[src/rtl/opc5ls_intctl_pkg.sv]
// Shared constants, state encoding and claim-word layout for the OPC5LS interrupt controller.
package opc5ls_intctl_pkg;

    localparam int unsigned DATA_W          = 16;
    localparam int unsigned OFF_W           = 3;
    localparam int unsigned ID_W            = 4;
    localparam int unsigned CLAIM_VALID_BIT = 15;
    localparam int unsigned INT_B_BIT       = 0;

    localparam logic [OFF_W-1:0] REG_PENDING = OFF_W'(0);
    localparam logic [OFF_W-1:0] REG_ENABLE  = OFF_W'(1);
    localparam logic [OFF_W-1:0] REG_EDGE    = OFF_W'(2);
    localparam logic [OFF_W-1:0] REG_CLAIM   = OFF_W'(3);
    localparam logic [OFF_W-1:0] REG_ACTIVE  = OFF_W'(4);

    // Bit INT_B_BIT of the encoding is the int_b level, so the pin is a bare flop output.
    typedef enum logic [1:0] {
        IDLE    = 2'b01,
        REQ     = 2'b00,
        CLAIMED = 2'b11
    } state_t;

    typedef struct packed {
        logic                                valid;
        logic [CLAIM_VALID_BIT-ID_W-1:0]     rsvd;
        logic [ID_W-1:0]                     id;
    } claim_word_t;

    function automatic claim_word_t make_claim(input logic valid, input logic [ID_W-1:0] id);
        claim_word_t w;
        w.valid = valid;
        w.rsvd  = '0;
        w.id    = id;
        return w;
    endfunction

endpackage

[src/rtl/opc5ls_intctl_src.sv]
// One interrupt source: optional two-flop synchroniser (OPC5LS_INTCTL_SYNC_EN), edge detect
// and the edge-latched / level-following pending bit.
module opc5ls_intctl_src (
    input  logic clk,
    input  logic reset_b,
    input  logic irq,
    input  logic edge_mode,
    input  logic clr,
    output logic pending
);

    logic lvl;
    logic prev_q;
    logic rise;

`ifdef OPC5LS_INTCTL_SYNC_EN
    logic [1:0] sync_q;

    always_ff @(posedge clk or negedge reset_b) begin
        if (!reset_b) begin
            sync_q <= '0;
        end else begin
            sync_q <= {sync_q[0], irq};
        end
    end

    assign lvl = sync_q[1];
`else
    assign lvl = irq;
`endif

    assign rise = lvl & ~prev_q;

    // A coincident rise beats a clear so a fresh edge is never lost.
    always_ff @(posedge clk or negedge reset_b) begin
        if (!reset_b) begin
            prev_q  <= 1'b0;
            pending <= 1'b0;
        end else begin
            prev_q <= lvl;
            if (edge_mode) begin
                pending <= rise | (pending & ~clr);
            end else begin
                pending <= lvl;
            end
        end
    end

endmodule

[src/rtl/opc5ls_intctl.sv]
// OPC5LS memory-mapped interrupt controller: register file, fixed-priority arbiter,
// claim/complete FSM and combinational read mux. Optional input sync via OPC5LS_INTCTL_SYNC_EN.
module opc5ls_intctl
    import opc5ls_intctl_pkg::*;
#(
    parameter int unsigned  NSRC = 8,
    parameter logic [15:0]  BASE = 16'hFF00
) (
    input  logic            clk,
    input  logic            reset_b,
    input  logic [15:0]     address,
    input  logic            rnw,
    input  logic [15:0]     wdata,
    output logic [15:0]     rdata,
    output logic            cs,
    input  logic [NSRC-1:0] irq_src,
    output logic            int_b
);

    logic [OFF_W-1:0] offset;
    logic             wr_en;
    logic             rd_claim;

    logic [NSRC-1:0]  enable_q;
    logic [NSRC-1:0]  edge_q;
    logic [NSRC-1:0]  pending;
    logic [NSRC-1:0]  w1c;
    logic [NSRC-1:0]  clr;
    logic [NSRC-1:0]  svc_mask;
    logic [NSRC-1:0]  cand_vec;
    logic             cand_valid;
    logic [ID_W-1:0]  cand_id;

    state_t           state_q;
    state_t           state_d;
    logic [ID_W-1:0]  act_id_q;
    logic [ID_W-1:0]  act_id_d;
    logic             claim_take;
    logic             complete;

    logic             unused_wdata;

    assign offset       = address[OFF_W-1:0];
    assign cs           = (address[15:OFF_W] == BASE[15:OFF_W]);
    assign wr_en        = cs & ~rnw;
    assign rd_claim     = cs & rnw & (offset == REG_CLAIM);
    assign w1c          = (wr_en && offset == REG_PENDING) ? wdata[NSRC-1:0] : '0;
    assign int_b        = state_q[INT_B_BIT];
    assign unused_wdata = ^wdata;

    always_ff @(posedge clk or negedge reset_b) begin
        if (!reset_b) begin
            enable_q <= '0;
            edge_q   <= '0;
        end else if (wr_en) begin
            if (offset == REG_ENABLE) enable_q <= wdata[NSRC-1:0];
            if (offset == REG_EDGE)   edge_q   <= wdata[NSRC-1:0];
        end
    end

    for (genvar g = 0; g < NSRC; g++) begin : g_src
        opc5ls_intctl_src u_src (
            .clk       (clk),
            .reset_b   (reset_b),
            .irq       (irq_src[g]),
            .edge_mode (edge_q[g]),
            .clr       (clr[g]),
            .pending   (pending[g])
        );
    end

    // Lowest pending & enabled index wins; the id in service is never re-offered.
    always_comb begin
        svc_mask = '0;
        cand_id  = '0;
        for (int i = 0; i < int'(NSRC); i++) begin
            svc_mask[i] = (state_q == CLAIMED) && (act_id_q == ID_W'(i));
        end
        cand_vec   = pending & enable_q & ~svc_mask;
        cand_valid = |cand_vec;
        for (int i = int'(NSRC) - 1; i >= 0; i--) begin
            if (cand_vec[i]) cand_id = ID_W'(i);
        end
    end

    always_comb begin
        clr = w1c;
        for (int i = 0; i < int'(NSRC); i++) begin
            if (claim_take && (cand_id == ID_W'(i))) clr[i] = 1'b1;
        end
    end

    always_ff @(posedge clk or negedge reset_b) begin
        if (!reset_b) begin
            state_q  <= IDLE;
            act_id_q <= '0;
        end else begin
            state_q  <= state_d;
            act_id_q <= act_id_d;
        end
    end

    always_comb begin
        state_d    = state_q;
        act_id_d   = act_id_q;
        claim_take = rd_claim && (state_q == REQ) && cand_valid;
        complete   = wr_en && (offset == REG_CLAIM) && (state_q == CLAIMED) &&
                     (wdata[ID_W-1:0] == act_id_q);
        case (state_q)
            IDLE: begin
                if (cand_valid) state_d = REQ;
            end
            REQ: begin
                if (claim_take) begin
                    state_d  = CLAIMED;
                    act_id_d = cand_id;
                end else if (!cand_valid) begin
                    state_d = IDLE;
                end
            end
            CLAIMED: begin
                if (complete) begin
                    state_d  = IDLE;
                    act_id_d = '0;
                end
            end
            default: begin
                state_d  = IDLE;
                act_id_d = '0;
            end
        endcase
    end

    always_comb begin
        rdata = '0;
        if (cs) begin
            case (offset)
                REG_PENDING: rdata = 16'(pending);
                REG_ENABLE:  rdata = 16'(enable_q);
                REG_EDGE:    rdata = 16'(edge_q);
                REG_CLAIM:   rdata = make_claim((state_q == REQ) && cand_valid,
                                                ((state_q == REQ) && cand_valid) ? cand_id : '0);
                REG_ACTIVE:  rdata = make_claim(state_q == CLAIMED, act_id_q);
                default:     rdata = '0;
            endcase
        end
    end

endmodule

[config.mk]
export PLATFORM = sky130hd
export DESIGN_NAME = opc5ls_intctl
export DESIGN_NICKNAME = d
export VERILOG_FILES = /design/src/rtl/opc5ls_intctl_pkg.sv /design/src/rtl/opc5ls_intctl_src.sv /design/src/rtl/opc5ls_intctl.sv
export SDC_FILE = /design/constraint.sdc
export NUM_CORES = 1
export LEC_CHECK = 0
export BUFFER_PORTS_ARGS = -buffer_cell sky130_fd_sc_hd__buf_2
export CAP_MARGIN = 20
export CORE_MARGIN = 2
export CORE_UTILIZATION = 40
export CTS_BUF_LIST = sky130_fd_sc_hd__clkbuf_4 sky130_fd_sc_hd__clkbuf_8 sky130_fd_sc_hd__clkbuf_16
export DETAILED_ROUTE_END_ITERATION = 8
export GPL_ROUTABILITY_DRIVEN = 1
export HOLD_SLACK_MARGIN = 0.15
export PLACE_DENSITY = 0.74
export SYNTH_ARGS = -nofsm -noshare
export SYNTH_HDL_FRONTEND = slang
export SYNTH_SLANG_ARGS = --single-unit
[constraint.sdc]
create_clock -name clk -period 4.29 [get_ports clk]
set_clock_uncertainty 0.1 [all_clocks]
set_input_delay 1.287 -clock clk [delete_from_list [all_inputs] [get_ports clk]]
set_output_delay 1.287 -clock clk [all_outputs]
set_load 0.1 [all_outputs]
==> metrics.md <==
| Metric | Value |
|---|---|
| CP peak stage delay | 0.51 ns |
| Die area | 0.006464 mm2 |
| Largest net degree at the start of global routing | 38 |
| Critical path type | input port to primary output |
| Antenna diodes | 0 |
| Slew Limit Fails | 0 |
| Average size of a mapped cell | 9.569 um2 |
| Clock Path Buffers | 2 |
| Outcome | complete, but fails checks |
| Number of global-route vias before repair | 2153 |
| Worst Hold Launch | g_src[1].u_src.prev_q |
| Initial antenna violation count | 0 |
| Failing checks | negative setup slack |
| DP Wirelength | 4691 um |
| Chip height | 80.40 um |
| Post-synthesis cell type count | 54 |
| Synth Register Bits | 37 |
| CP Buf/Inv Count | 3 |
| Routability cong. | 0.9197 |
| MaxCap Viol Count | 0 |
| Drt total wl | 6406 um |
| Critical Path Slowest Stage Cell | or4_4 |
| Hold depth | 2 |
| Ys flop type | dfrtp_1 |
| Worst R2R Start | state_q[0] |
| Root Driver | clkbuf_8 |
| Max VDD drop | 0.1744 mV |
| Site Rows | 27 |
| Req. time, crit path | 2.90 ns |
| Yosys warnings | 0 |
| Most frequent cells in the layout | dfrtp_1 (36), buf_2 (33), nand2_1 (29) |
| DR vias/cell | 6.102 |
| CTS sink count | 37 |
| Die X-Extent | 80.40 um |
| DRC marker count from the first detailed-route iteration | 219 |
| WHS Endpoint | g_src[1].u_src.pending |
| Power Dens Cells | 230.8 mW/mm2 |
| Worst skew pair latency | 0.30 ns |
| # setup viols final | 9 |
| Pleak | 0.001314 uW |
| Tot GR Track Use | 20.84% |
| First-pass iteration count of the detailed router | 5 |
| Synth Instances | 244 |
| Core region area | 0.005574 mm2 |
| Worst slack, placed | -0.1843 ns |
| Max_slew headroom | 44.38% |
| Period utilisation layout | 103.5% |
| Largest delay contributor family on the critical path | simple AND/OR/NAND/NOR gates |
| Critical path, cell by cell | buf_6, or4_4, or4_4, inv_2, or2b_4, nor2_4, buf_12 |
| CP Capture Type | primary output |
| Reg2Reg Setup Slack | 1.62 ns |
| Fin. Hold Viols | 0 |
| WL per Instance | 17.27 um |
| Initial Utilization | 41.89% |
| First-pass GRT wire length | 10280 um |
| Clk slew on worst S/H paths | 0.08 ns |
| Tmin final | 4.440 ns |
| Crit path DAT | 3.05 ns |
| Area grow syn2layout | 29.42% |
| Cell Area, Synth | 0.002335 mm2 |
| H-tree Lvls | 2 |
| Global route overflow | 0 |
| Worst reg2reg path depth | 5 |
| Asr flop ratio synth | 100.0% |
| Worst min path class | flop to flop |
| Via count | 2264 |
| Unrepaired setup endpoints after global routing | true |
| CTS tree | built |
| Hold_ws | 0.4612 ns |
| Ports | 61 |
| Nets | 341 |
| Worst path most repeated cell | or4_4 |
| Register area share after synthesis | 39.71% |
| Worst Tran Pin Value | 0.8343 ns |
| Most common cell after layout, fill and taps aside | dfrtp_1 |
| EDFF count, synth | 0 |
| Crit Path Max Fanout | 5 |
| Reg2reg end | g_src[2].u_src.pending |
| CTS Buf Count | 5 |
| DRT antenna net count | 0 |
| Final WS setup | -0.1500 ns |
| Remaining DRCs | 0 |
| Fraction of layout cells with a size suffix above 1 | 35.45% |
| PortBufs | 45 |
| F_max | 0.2252 GHz |
| Crit start category | input port |
-- Yosys cell counts, types with 2 or more instances --
cell type  number  area (um2)
nor2_1         19       71.32
a32oi_1         7       61.31
nor3_1          3       15.01
a31oi_1         5       31.28
dfrtp_1        36       900.9
xor2_1          3       26.28
nand3_1        10       50.05
a22oi_1         2       15.01
o2111ai_1       4       35.03
o21ai_0         6       30.03
nor2b_1         4       25.02
nand2b_1        2       12.51
nand4_1         4       25.02
a41oi_1         3       26.28
mux2_2         16       180.2
a21oi_1        17       85.08
nand2_1        30       112.6
clkbuf_1        6       22.52
a32o_1          5       50.05
and3b_1         3       26.28
nand3b_1        5       37.54
a221oi_1        2       17.52
buf_4           7       52.55
mux2i_1         9       90.09
a22o_1          3       26.28
and4b_1         2       20.02
buf_2           2       10.01
a2bb2oi_1       2       17.52
nor4_1          2       12.51
-- metrics by stage --
stage | cell area [um2] | setup TNS (ns) | total power (uW) | util (%) | std cells
final | 3022 | -1.188 | 697.5 | 54.21 | 371
after global routing | 3022 | -1.468 | 720.0 | 54.21 | 371
after CTS | 3018 | -1.198 | 699.0 | 54.14 | 370
after detailed placement | 2879 | -1.351 | 454.6 | 51.65 | 360
after global placement | 2879 | -0.8881 | 452.0 | 51.65 | 360
after floorplan | 2447 | -3.709 | 423.5 | - | 250
-- registers in the layout (all words and copies together) (netlist names) --
signal	count
edge_q	8
g_src.u_src.pending	8
g_src.u_src.prev_q	8
enable_q	8
act_id_q	3
state_q	2
-- tightest hold or removal path: cells and delay by family, from the launching register on --
family / cells / cell delay [ns]
flops: 1 / 0.36
simple gates: 1 / 0.06
compound gates: 1 / 0.11
-- report_power, final --
part           switching (uW)  total [uW]  leakage (uW)  internal [uW]
combinational            61.1        88.0      0.000799           26.8
sequential               5.72         362      0.000471            356
clock                     135         248     0.0000439            112
-- logic make-up (layout without fill, tap and decap cells) --
logic type,after synthesis,after routing,synth area share (%)
AND/OR/NAND/NOR,97,97,23.31
AO/OA/AOI/OAI,63,63,19.67
flip-flops,37,37,39.71
multiplexers,25,25,11.58
buffers and inverters,18,67,4.448
XOR/XNOR,3,3,1.126
other,1,7,0.1606
-- routing by layer --
layer	GRT usage (%)	share of wire (%)	routed length (um)
met2	36.25	49	3149
met4	7.627	2.4	156
met5	0	0	0
met3	2.472	6.4	410
met1	26.50	42	2690
-- area by class of cell --
class / count / area [um2]
Clock buffer: 5 / 68.82
Inverter: 1 / 3.754
Sequential cell: 37 / 927.1
Multi-Input combinational cell: 195 / 1425
Timing Repair Buffer: 58 / 489.2
Fill cell: 501 / 2552
Clock inverter: 3 / 17.52
Tap cell: 72 / 90.09
-- how the worst max path moves through the flow --
stage	start	endpoint	slack [ns]	cells past startpoint
5_1_grt	address[4]	rdata[6]	-0.18	7
3_5_place_dp	address[4]	rdata[7]	-0.18	7
2_1_floorplan	address[4]	rdata[3]	-0.47	6
4_1_cts	address[4]	rdata[3]	-0.17	7
6_report	address[4]	rdata[7]	-0.15	7
3_3_place_gp	address[4]	rdata[3]	-0.13	7
-- repair_timing --
item	in CTS	in global routing
gates resized for setup	7	0
pin swaps	2	2
setup endpoints to repair	9	10
setup buffers	2	2
hold buffers	0	0
(Power assumes the default switching activity.)
